--- src/rtl/ebs_watchdog_if.sv ---
// ebs_watchdog_if: heartbeat inputs and health outputs of the SDC watchdog
interface ebs_watchdog_if;
    logic       Heartbeat;
    logic       Watchdog_clear;
    logic       AS_driving_mode;
    logic       Watchdog;
    logic [1:0] Watchdog_state;
    logic [1:0] Fault_code;
    modport master (output Heartbeat, Watchdog_clear, AS_driving_mode,
                    input  Watchdog, Watchdog_state, Fault_code);
    modport slave  (input  Heartbeat, Watchdog_clear, AS_driving_mode,
                    output Watchdog, Watchdog_state, Fault_code);
endinterface

--- src/rtl/ebs_watchdog.sv ---
// ebs_watchdog: heartbeat supervisor driving the SDC Watchdog health signal
module ebs_watchdog #(
    parameter int TIMEOUT_CYCLES    = 500000,
    parameter int MIN_PERIOD_CYCLES = 5000,
    parameter int ARM_EDGES         = 4,
    parameter int CNT_W             = 20
) (
    input logic          clk,
    input logic          Power_on_Reset_n,
    ebs_watchdog_if.slave wd
);
    localparam int E_W = $clog2(ARM_EDGES + 1);
    typedef enum logic [1:0] {IDLE, ARMING, OK, TRIPPED} state_t;
    state_t           state;
    logic [1:0]       sync;
    logic             prev;
    logic             wd_q;
    logic [1:0]       fault;
    logic [CNT_W-1:0] cnt;
    logic [E_W-1:0]   ecnt;
    logic [E_W-1:0]   ecnt_inc;
    logic             hb_edge;
    logic             too_fast;
    logic             timeout;
    assign hb_edge  = sync[1] ^ prev;
    assign ecnt_inc = ecnt + 1'b1;
    // The interval seen by an edge is cnt+1: the counter's would-be value this cycle
    assign too_fast = cnt < CNT_W'(MIN_PERIOD_CYCLES - 1);
    assign timeout  = cnt >= CNT_W'(TIMEOUT_CYCLES - 1);
    always_ff @(posedge clk or negedge Power_on_Reset_n) begin
        if (!Power_on_Reset_n) begin
            sync  <= '0;
            prev  <= 1'b0;
            cnt   <= '0;
            ecnt  <= '0;
            state <= IDLE;
            wd_q  <= 1'b0;
            fault <= 2'b00;
        end else begin
            sync <= {sync[0], wd.Heartbeat};
            prev <= sync[1];
            cnt  <= hb_edge ? '0 : (cnt == CNT_W'(TIMEOUT_CYCLES) ? cnt : cnt + 1'b1);
            case (state)
                IDLE: if (hb_edge) begin
                    state <= ARMING;
                    ecnt  <= E_W'(1);
                end
                ARMING, OK: if (hb_edge && too_fast) begin
                    state <= TRIPPED;
                    fault <= 2'b10;
                    wd_q  <= 1'b0;
                end else if (hb_edge && state == ARMING) begin
                    ecnt <= ecnt_inc;
                    if (ecnt_inc == E_W'(ARM_EDGES)) begin
                        state <= OK;
                        wd_q  <= 1'b1;
                    end
                end else if (!hb_edge && timeout) begin
                    state <= TRIPPED;
                    fault <= 2'b01;
                    wd_q  <= 1'b0;
                end
                TRIPPED: if (wd.Watchdog_clear && !wd.AS_driving_mode) begin
                    state <= IDLE;
                    fault <= 2'b00;
                    cnt   <= '0;
                    ecnt  <= '0;
                end
                default: state <= IDLE;
            endcase
        end
    end
    assign wd.Watchdog       = wd_q;
    assign wd.Watchdog_state = state;
    assign wd.Fault_code     = fault;
endmodule

--- src/flat_wrapper.sv ---
// flat-port wrapper written by rule: the top's interface ports become plain ports
module ebs_watchdog_flat 
#(
    parameter int TIMEOUT_CYCLES    = 500000,
    parameter int MIN_PERIOD_CYCLES = 5000,
    parameter int ARM_EDGES         = 4,
    parameter int CNT_W             = 20
)
  (clk, Power_on_Reset_n, wd_Heartbeat, wd_Watchdog_clear, wd_AS_driving_mode, wd_Watchdog, wd_Watchdog_state, wd_Fault_code);
  ebs_watchdog_if wd_i ();
  input logic clk;
  input logic Power_on_Reset_n;
  input wire logic [$bits(wd_i.Heartbeat)-1:0] wd_Heartbeat;
  input wire logic [$bits(wd_i.Watchdog_clear)-1:0] wd_Watchdog_clear;
  input wire logic [$bits(wd_i.AS_driving_mode)-1:0] wd_AS_driving_mode;
  output wire logic [$bits(wd_i.Watchdog)-1:0] wd_Watchdog;
  output wire logic [$bits(wd_i.Watchdog_state)-1:0] wd_Watchdog_state;
  output wire logic [$bits(wd_i.Fault_code)-1:0] wd_Fault_code;
  assign wd_i.Heartbeat = wd_Heartbeat;
  assign wd_i.Watchdog_clear = wd_Watchdog_clear;
  assign wd_i.AS_driving_mode = wd_AS_driving_mode;
  assign wd_Watchdog = wd_i.Watchdog;
  assign wd_Watchdog_state = wd_i.Watchdog_state;
  assign wd_Fault_code = wd_i.Fault_code;
  ebs_watchdog #(.TIMEOUT_CYCLES(TIMEOUT_CYCLES), .MIN_PERIOD_CYCLES(MIN_PERIOD_CYCLES), .ARM_EDGES(ARM_EDGES), .CNT_W(CNT_W)) u_core (.clk(clk), .Power_on_Reset_n(Power_on_Reset_n), .wd(wd_i));
endmodule
--- config.mk ---
export PLATFORM = sky130hd
export DESIGN_NAME = ebs_watchdog_flat
export DESIGN_NICKNAME = d
export VERILOG_FILES = /design/src/rtl/ebs_watchdog_if.sv /design/src/rtl/ebs_watchdog.sv /design/src/flat_wrapper.sv
export SDC_FILE = /design/constraint.sdc
export NUM_CORES = 1
export LEC_CHECK = 0
export ABC_AREA = 1
export CORE_ASPECT_RATIO = 1.2
export CORE_MARGIN = 3
export CORE_UTILIZATION = 65
export DETAILED_ROUTE_END_ITERATION = 7
export DONT_BUFFER_PORTS = 1
export PLACE_DENSITY_LB_ADDON = 0.3
export SYNTH_ARGS = -nofsm -noshare
export SYNTH_HDL_FRONTEND = slang
export SYNTH_SLANG_ARGS = --single-unit
--- constraint.sdc ---
create_clock -name clk -period 2.2 [get_ports clk]
set_input_delay 0.33 -clock clk [delete_from_list [all_inputs] [get_ports clk]]
set_output_delay 0.33 -clock clk [all_outputs]
set_load 0.02 [all_outputs]
==> results by group, run 1 <==
Status
  • Run status: finished clean

Power
  • Internal power: roughly 1100 µW
  • Pwr Density: between 900 and 1000 mW/mm²
  • P_sw: between 700 and 800 µW
  • Switching Share: slightly below 40%
  • Worst IR Drop VDD: ~0.85 mV
  • Share of total power in sequential cells: 41.9%
  • Standby leakage power: 0.000950 µW
  • Clock Power Share: 25.3%
  • Comb pwr share: between 30% and 40%

Clocking
  • CTS max path bufs: 2
  • CTS clk-pin slew, worst paths: ~0.1 ns
  • Skew-Pair Late Insertion Delay: 0.34 ns
  • H-tree lvl count: 2
  • CTS tree: built
  • CTS Sinks: 31
  • Post-CTS setup buffers: 0
  • CTS Buf Count: 5
  • Clk root buf: clkbuf_4

Placed design
  • PortBufs: 0
  • Post-Place Cells: 278
  • Place WS: 0.478 ns
  • Post-DP HPWL: 2850 µm
  • Placer Congestion: roughly 0.89

Synth
  • Synth warn: 0
  • Cell area after synthesis: 0.00187 mm²
  • Yosys reg bits: 31
  • Post-Syn Instances: approximately 250
  • Avg Cell Area, Syn: approximately 7.6 µm²
  • Sequential area share after synthesis: 41.5%
  • Synthesized Nets: 258
  • Distinct cells, synth: 27

Cells and area
  • Final Net Count: around 270
  • Number of fill cells: ~210
  • Fraction of layout cells with a size suffix above 1: 14.8%
  • Most common cell after layout, fill and taps aside: nand2_1
  • Layout area overhead: 8.90%
  • Diode count: 0
  • Most frequent cells in the layout: nand2_1 (45), inv_1 (33), dfrtp_1 (31)
  • Post-route insts no fill: a little under 300

Setup path
  • Critical Path Sink: u_core.wd.Watchdog_state[0]
  • R2R cell count: 8
  • CP most frequent cell: nand2_1
  • FF-to-FF End: u_core.wd.Watchdog_state[0]
  • Startpoint Class: flip-flop
  • CP startpoint: u_core.wd.Watchdog_state[1]
  • Reg2reg start: u_core.wd.Watchdog_state[1]
  • CP max stage cell: dfrtp_1
  • CP Data Required Time: 2.49 ns
  • Top fanout value on the critical path: 8
  • Crit path capture type: flip-flop
  • Setup CP Type: flip-flop to flip-flop
  • Largest stage delay, worst path: approximately 0.52 ns
  • Worst R2R Setup Slack: between 0.4 and 0.5 ns
  • Worst path cell trace: inv_1 -> ha_1 -> inv_1 -> a21oi_2 -> nand3_2 -> nand2_1 -> nand2_1 -> nand2_1
  • Crit path DAT: 2.05 ns

STA
  • Setup TNS: 0 ns
  • Worst Tran Pin Value: roughly 0.43 ns
  • Clock skew: 0.0147 ns
  • Fmax: 0.568 GHz
  • Tmin final: 1.76 ns
  • Unrepaired setup endpoints after global routing: false
  • Crit share post-route: between 70 and 80%
  • Max-slew headroom: a little under three quarters
  • Final hold slack: roughly 0.36 ns
  • Final hold violation count: 0
  • Final Setup Violations: 0
  • Final WS setup: roughly 0.44 ns
  • Slew Limit Fails: 0

Route
  • Post-route ant nets: 0
  • DR iter-0 viols: 64
  • Vias per std cell: 5.52
  • Routed WL per cell: between 10 and 15 µm
  • Residual DRC: 0
  • Pre-antenna DRT Iters: 4
  • Vias: 1595
  • Final WL: between 3000 and 4000 µm

Die
  • IO Count: 10
  • Chip Height: between 60 and 70 µm
  • Die Wd: 55.0 µm
  • CORE AREA: about 0.0026 mm²
  • Die ar.: approximately 0.0036 mm²
  • Rows: 20
  • Initial core utilization: between 70% and 80%

Hold path
  • HP Class: flip-flop to flip-flop
  • Worst hold stages: 0

GRT
  • First-pass GRT wire length: ~6500 µm
  • Largest net degree at the start of global routing: 32
  • Vias in the first global route: 1516
  • GR Overflow Total: 0
  • Initial antenna violation count: 0
  • GRT Util Overall: between 20% and 30%

Job
  • Max-cap viol count: 0
routing by layer:
metal | vias to the layer above | part of all wire (%) | track usage, %
met3 | 7 | 4.7 | 6.44
met4 | 0 | 2.2 | 11.6
met2 | 47 | 51 | 42.0
li1 | 814 | - | -
met1 | 727 | 42 | 30.2
met5 | - | 0 | 0
kinds of logic (layout without fill, tap and decap cells):
family          after synthesis  after routing  share of synthesized area [%]
simple gates                127            127                           33.6
buf+inv                      39             49                           7.90
xor+xnor                      2              2                          0.937
flops                        31             31                           41.5
compound gates               40             40                           11.4
fa+ha+maj                     7              7                           4.69
final cells by class:
type	count	area, µm²	share of cell area (%)
Multi-Input combinational cell	176	946	46.5
Tap cell	33	41.3	2.03
Clock buffer	6	51.3	2.52
Inverter	37	139	6.82
Clock inverter	2	35.0	1.72
Timing Repair Buffer	4	47.5	2.34
Sequential cell	31	776	38.1
through the flow:
| stage | util (%) | total power, µW | cell area [µm²] |
|---|---|---|---|
| 3_5_place_dp | 72.7 | 1370 | 1910 |
| 4_1_cts | 77.5 | 1860 | 2040 |
| 5_1_grt | 77.5 | 2000 | 2040 |
| 2_1_floorplan | - | 1250 | 1870 |
| 6_report | 77.5 | 1850 | 2040 |
| 3_3_place_gp | 72.7 | 1360 | 1910 |
state kept, by name (all words and copies together), names as in the netlist:
signal,flops
u_core.cnt,20
u_core.ecnt,3
u_core.wd.Watchdog,1
u_core.wd.Fault_code,2
u_core.sync,2
u_core.wd.Watchdog_state,2
u_core.prev,1
critical path, delay by kind of cell (launching register included):
family	cells	cell delay, ns
adder cells (fa/ha/maj)	1	0.45
flip-flops	1	0.52
buffers and inverters	2	0.24
AND/OR/NAND/NOR	4	0.33
AO/OA/AOI/OAI	1	0.16
synth_stat cells (all sizes together):
cell type | number | area share [%]
clkbuf | 1 | 0.20
nand2 | 56 | 13
or2 | 1 | 0.33
nand4 | 5 | 2.0
o21ai | 17 | 4.6
buf | 1 | 0.27
nor3 | 9 | 2.7
xor2 | 2 | 0.94
nand3b | 1 | 0.40
o211a | 1 | 0.54
nor4 | 1 | 1.1
dfrtp | 31 | 41
ha | 7 | 4.7
nor2 | 34 | 8.2
inv | 37 | 7.4
nand3 | 20 | 5.9
a21oi | 22 | 6.3
power by group through the flow:
stage | clock network [µW] | registers, µW | logic, µW
after floorplan | 0 | 771 | 476
after global placement | 0 | 786 | 573
after detailed placement | 0 | 789 | 582
after CTS | 480 | 777 | 604
after global routing | 507 | 792 | 701
final | 468 | 775 | 606
worst min-delay path by stage:
stage / startpoint / to / slack (ns)
finish: u_core.sync[0] / u_core.sync[1] / 0.36
global route: u_core.sync[0] / u_core.sync[1] / 0.37
CTS: u_core.sync[0] / u_core.sync[1] / 0.36
detailed placement: Power_on_Reset_n / u_core.wd.Fault_code[1] / 0.04
global placement: Power_on_Reset_n / u_core.wd.Fault_code[1] / 0.04
floorplan: Power_on_Reset_n / u_core.cnt[0] / 0.03
repair_timing:
action	CTS	global route
hold buffers	3	0
resized for setup	0	0
hold endpoints to repair	32	0
No activity file was read; power rests on OpenSTA's default activity.
==> run 2, diff against run 1 <==
- CORE_UTILIZATION: 65 -> 56
- clock period: 2.2 -> 1.6 ns (I/O delays scaled with it)
==> results by group, run 2 (synthesis results as in run 1) <==
Status
  • Run status: finished, violations left
  • Violated checks: setup timing

Setup path
  • Setup CP Type: flip-flop to flip-flop
  • Worst path cell trace: ha_2 -> nand2_2 -> inv_2 -> nand2_4 -> nor2_4 -> inv_4 -> nor2_4 -> nand3_4 -> inv_2 -> nand2_2 -> xor2_1 -> nor2_1
  • Startpoint Class: flip-flop
  • Crit path capture type: flip-flop
  • R2R cell count: 12
  • CP top delay family: simple AND/OR/NAND/NOR gates
  • Crit path DAT: between 1.5 and 2 ns
  • CP max stage cell: dfrtp_1
  • CP Data Required Time: between 1.5 and 2 ns
  • FF-to-FF End: u_core.cnt[16]
  • Reg2reg start: u_core.cnt[1]
  • Worst R2R Setup Slack: -0.04 ns
  • Top fanout value on the critical path: 6
  • Crit path buffers/inverters: 3
  • Largest stage delay, worst path: about 0.4 ns

STA
  • Slew Limit Fails: 0
  • Worst Tran Pin Value: 0.287 ns
  • Max-slew headroom: between 80% and 90%
  • Final Setup Violations: 2
  • Tmin final: around 1.6 ns
  • Fmax: slightly above 0.6 GHz
  • Final WS setup: -0.0351 ns
  • Crit share post-route: 102%
  • Clock skew: 0.00826 ns
  • Unrepaired setup endpoints after global routing: true
  • Final hold slack: around 0.33 ns
  • Final hold violation count: 0

Cells and area
  • Number of fill cells: approximately 250
  • Layout area overhead: 18.1%
  • Most frequent cells in the layout: nand2_1 (43), inv_1 (33), dfrtp_1 (28)
  • Multi-input logic area: 0.00101 mm²
  • Max FFs per register: 20
  • Diode count: 0
  • Most common cell after layout, fill and taps aside: nand2_1
  • Fin util: between 70% and 80%
  • Fraction of layout cells with a size suffix above 1: about a quarter
  • Register area: 779 µm²
  • Final Net Count: between 200 and 300
  • Largest register by flop count: u_core.cnt
  • Top Registers: u_core.cnt x20, u_core.ecnt x3

Route
  • DR iter-0 viols: 60
  • Final WL: roughly 4000 µm
  • Vias: 1684
  • Residual DRC: 0
  • Routed WL per cell: about 13 µm
  • Vias per std cell: ~5.5
  • Post-route ant nets: 0
  • Pre-antenna DRT Iters: 5

Placed design
  • PortBufs: 0
  • Place WS: -0.0519 ns
  • Placer Congestion: between 0.8 and 0.9
  • Post-DP HPWL: approximately 2800 µm

Clocking
  • H-tree lvl count: 2
  • Clk root buf: clkbuf_4
  • Skew-Pair Late Insertion Delay: 0.35 ns
  • CTS max path bufs: 2
  • CTS clk-pin slew, worst paths: around 0.10 ns
  • CTS Sinks: 31
  • CTS tree: built
  • CTS Buf Count: 5

Power
  • Pwr Density: 1130 mW/mm²
  • Standby leakage power: between 0.001 and 0.0015 µW
  • Total power: 2490 µW
  • Worst IR Drop VDD: 1.01 mV

Die
  • Die ar.: around 0.0041 mm²
  • Chip Height: about 69 µm
  • CORE AREA: roughly 0.0031 mm²
  • Die Wd: between 50 and 60 µm
  • Initial core utilization: approximately three fifths
  • IO Count: 10
  • Rows: 22

GRT
  • Vias in the first global route: between 1500 and 2000
  • First-pass GRT wire length: 6690 µm
  • Largest net degree at the start of global routing: 32
  • GR Overflow Total: 0
  • GRT Util Overall: 21.4%
  • Initial antenna violation count: 0

Hold path
  • HP Class: primary input to async pin

Job
  • Max-cap viol count: 0
## run 2: layout make-up
class / count / area share (%)
inverters: 37 / 6.41
clock inverters: 1 / 0.227
clock buffers: 7 / 2.49
well taps: 36 / 2.04
multi-input cells: 176 / 45.9
repair buffers: 20 / 7.60
flip-flops and latches: 31 / 35.3
## run 2: what timing repair did
item                                    in CTS  in global routing
resized for setup                            7                 13
hold endpoints to repair                    32                  0
pin swaps                                    0                  2
hold buffers                                 3                  0
endpoints found under the setup margin       9                 18
buffers inserted                             2                  4
## run 2: power breakdown
part           total [µW]  switching (µW)  internal, µW
logic                 981             594           388
clock network         489             276           213
registers            1020             124           901
## run 2: how the worst max path moves through the flow
stage / startpoint / to / cells past startpoint
detailed placement: u_core.cnt[1] / u_core.cnt[14] / 12
CTS: u_core.cnt[1] / u_core.cnt[14] / 12
finish: u_core.cnt[1] / u_core.cnt[16] / 12
floorplan: u_core.wd.Watchdog_state[1] / u_core.wd.Watchdog_state[1] / 9
global placement: u_core.cnt[1] / u_core.cnt[14] / 12
global route: u_core.cnt[1] / u_core.cnt[16] / 12
## run 2: routing by layer
metal  global-route usage, %  wire (µm)
met5                       0          0
met4                    13.6        125
met3                    4.66        126
met2                    33.4       2020
met1                    25.9       1800
## run 2: metrics by stage
step / instance area [µm²] / setup TNS, ns / instances
3_3_place_gp: 1990 / 0 / 291
6_report: 2210 / -0.0451 / 308
4_1_cts: 2130 / 0 / 304
5_1_grt: 2210 / -1.52 / 308
3_5_place_dp: 1990 / -0.144 / 291
2_1_floorplan: 1870 / 0 / 246
## run 2: worst reg2reg max path, delay by kind of cell (launching register included)
| family | cells | cell delay (ns) |
|---|---|---|
| simple gates | 7 | 0.56 |
| fa+ha+maj | 1 | 0.20 |
| flops | 1 | 0.39 |
| xor+xnor | 1 | 0.14 |
| buf+inv | 3 | 0.22 |
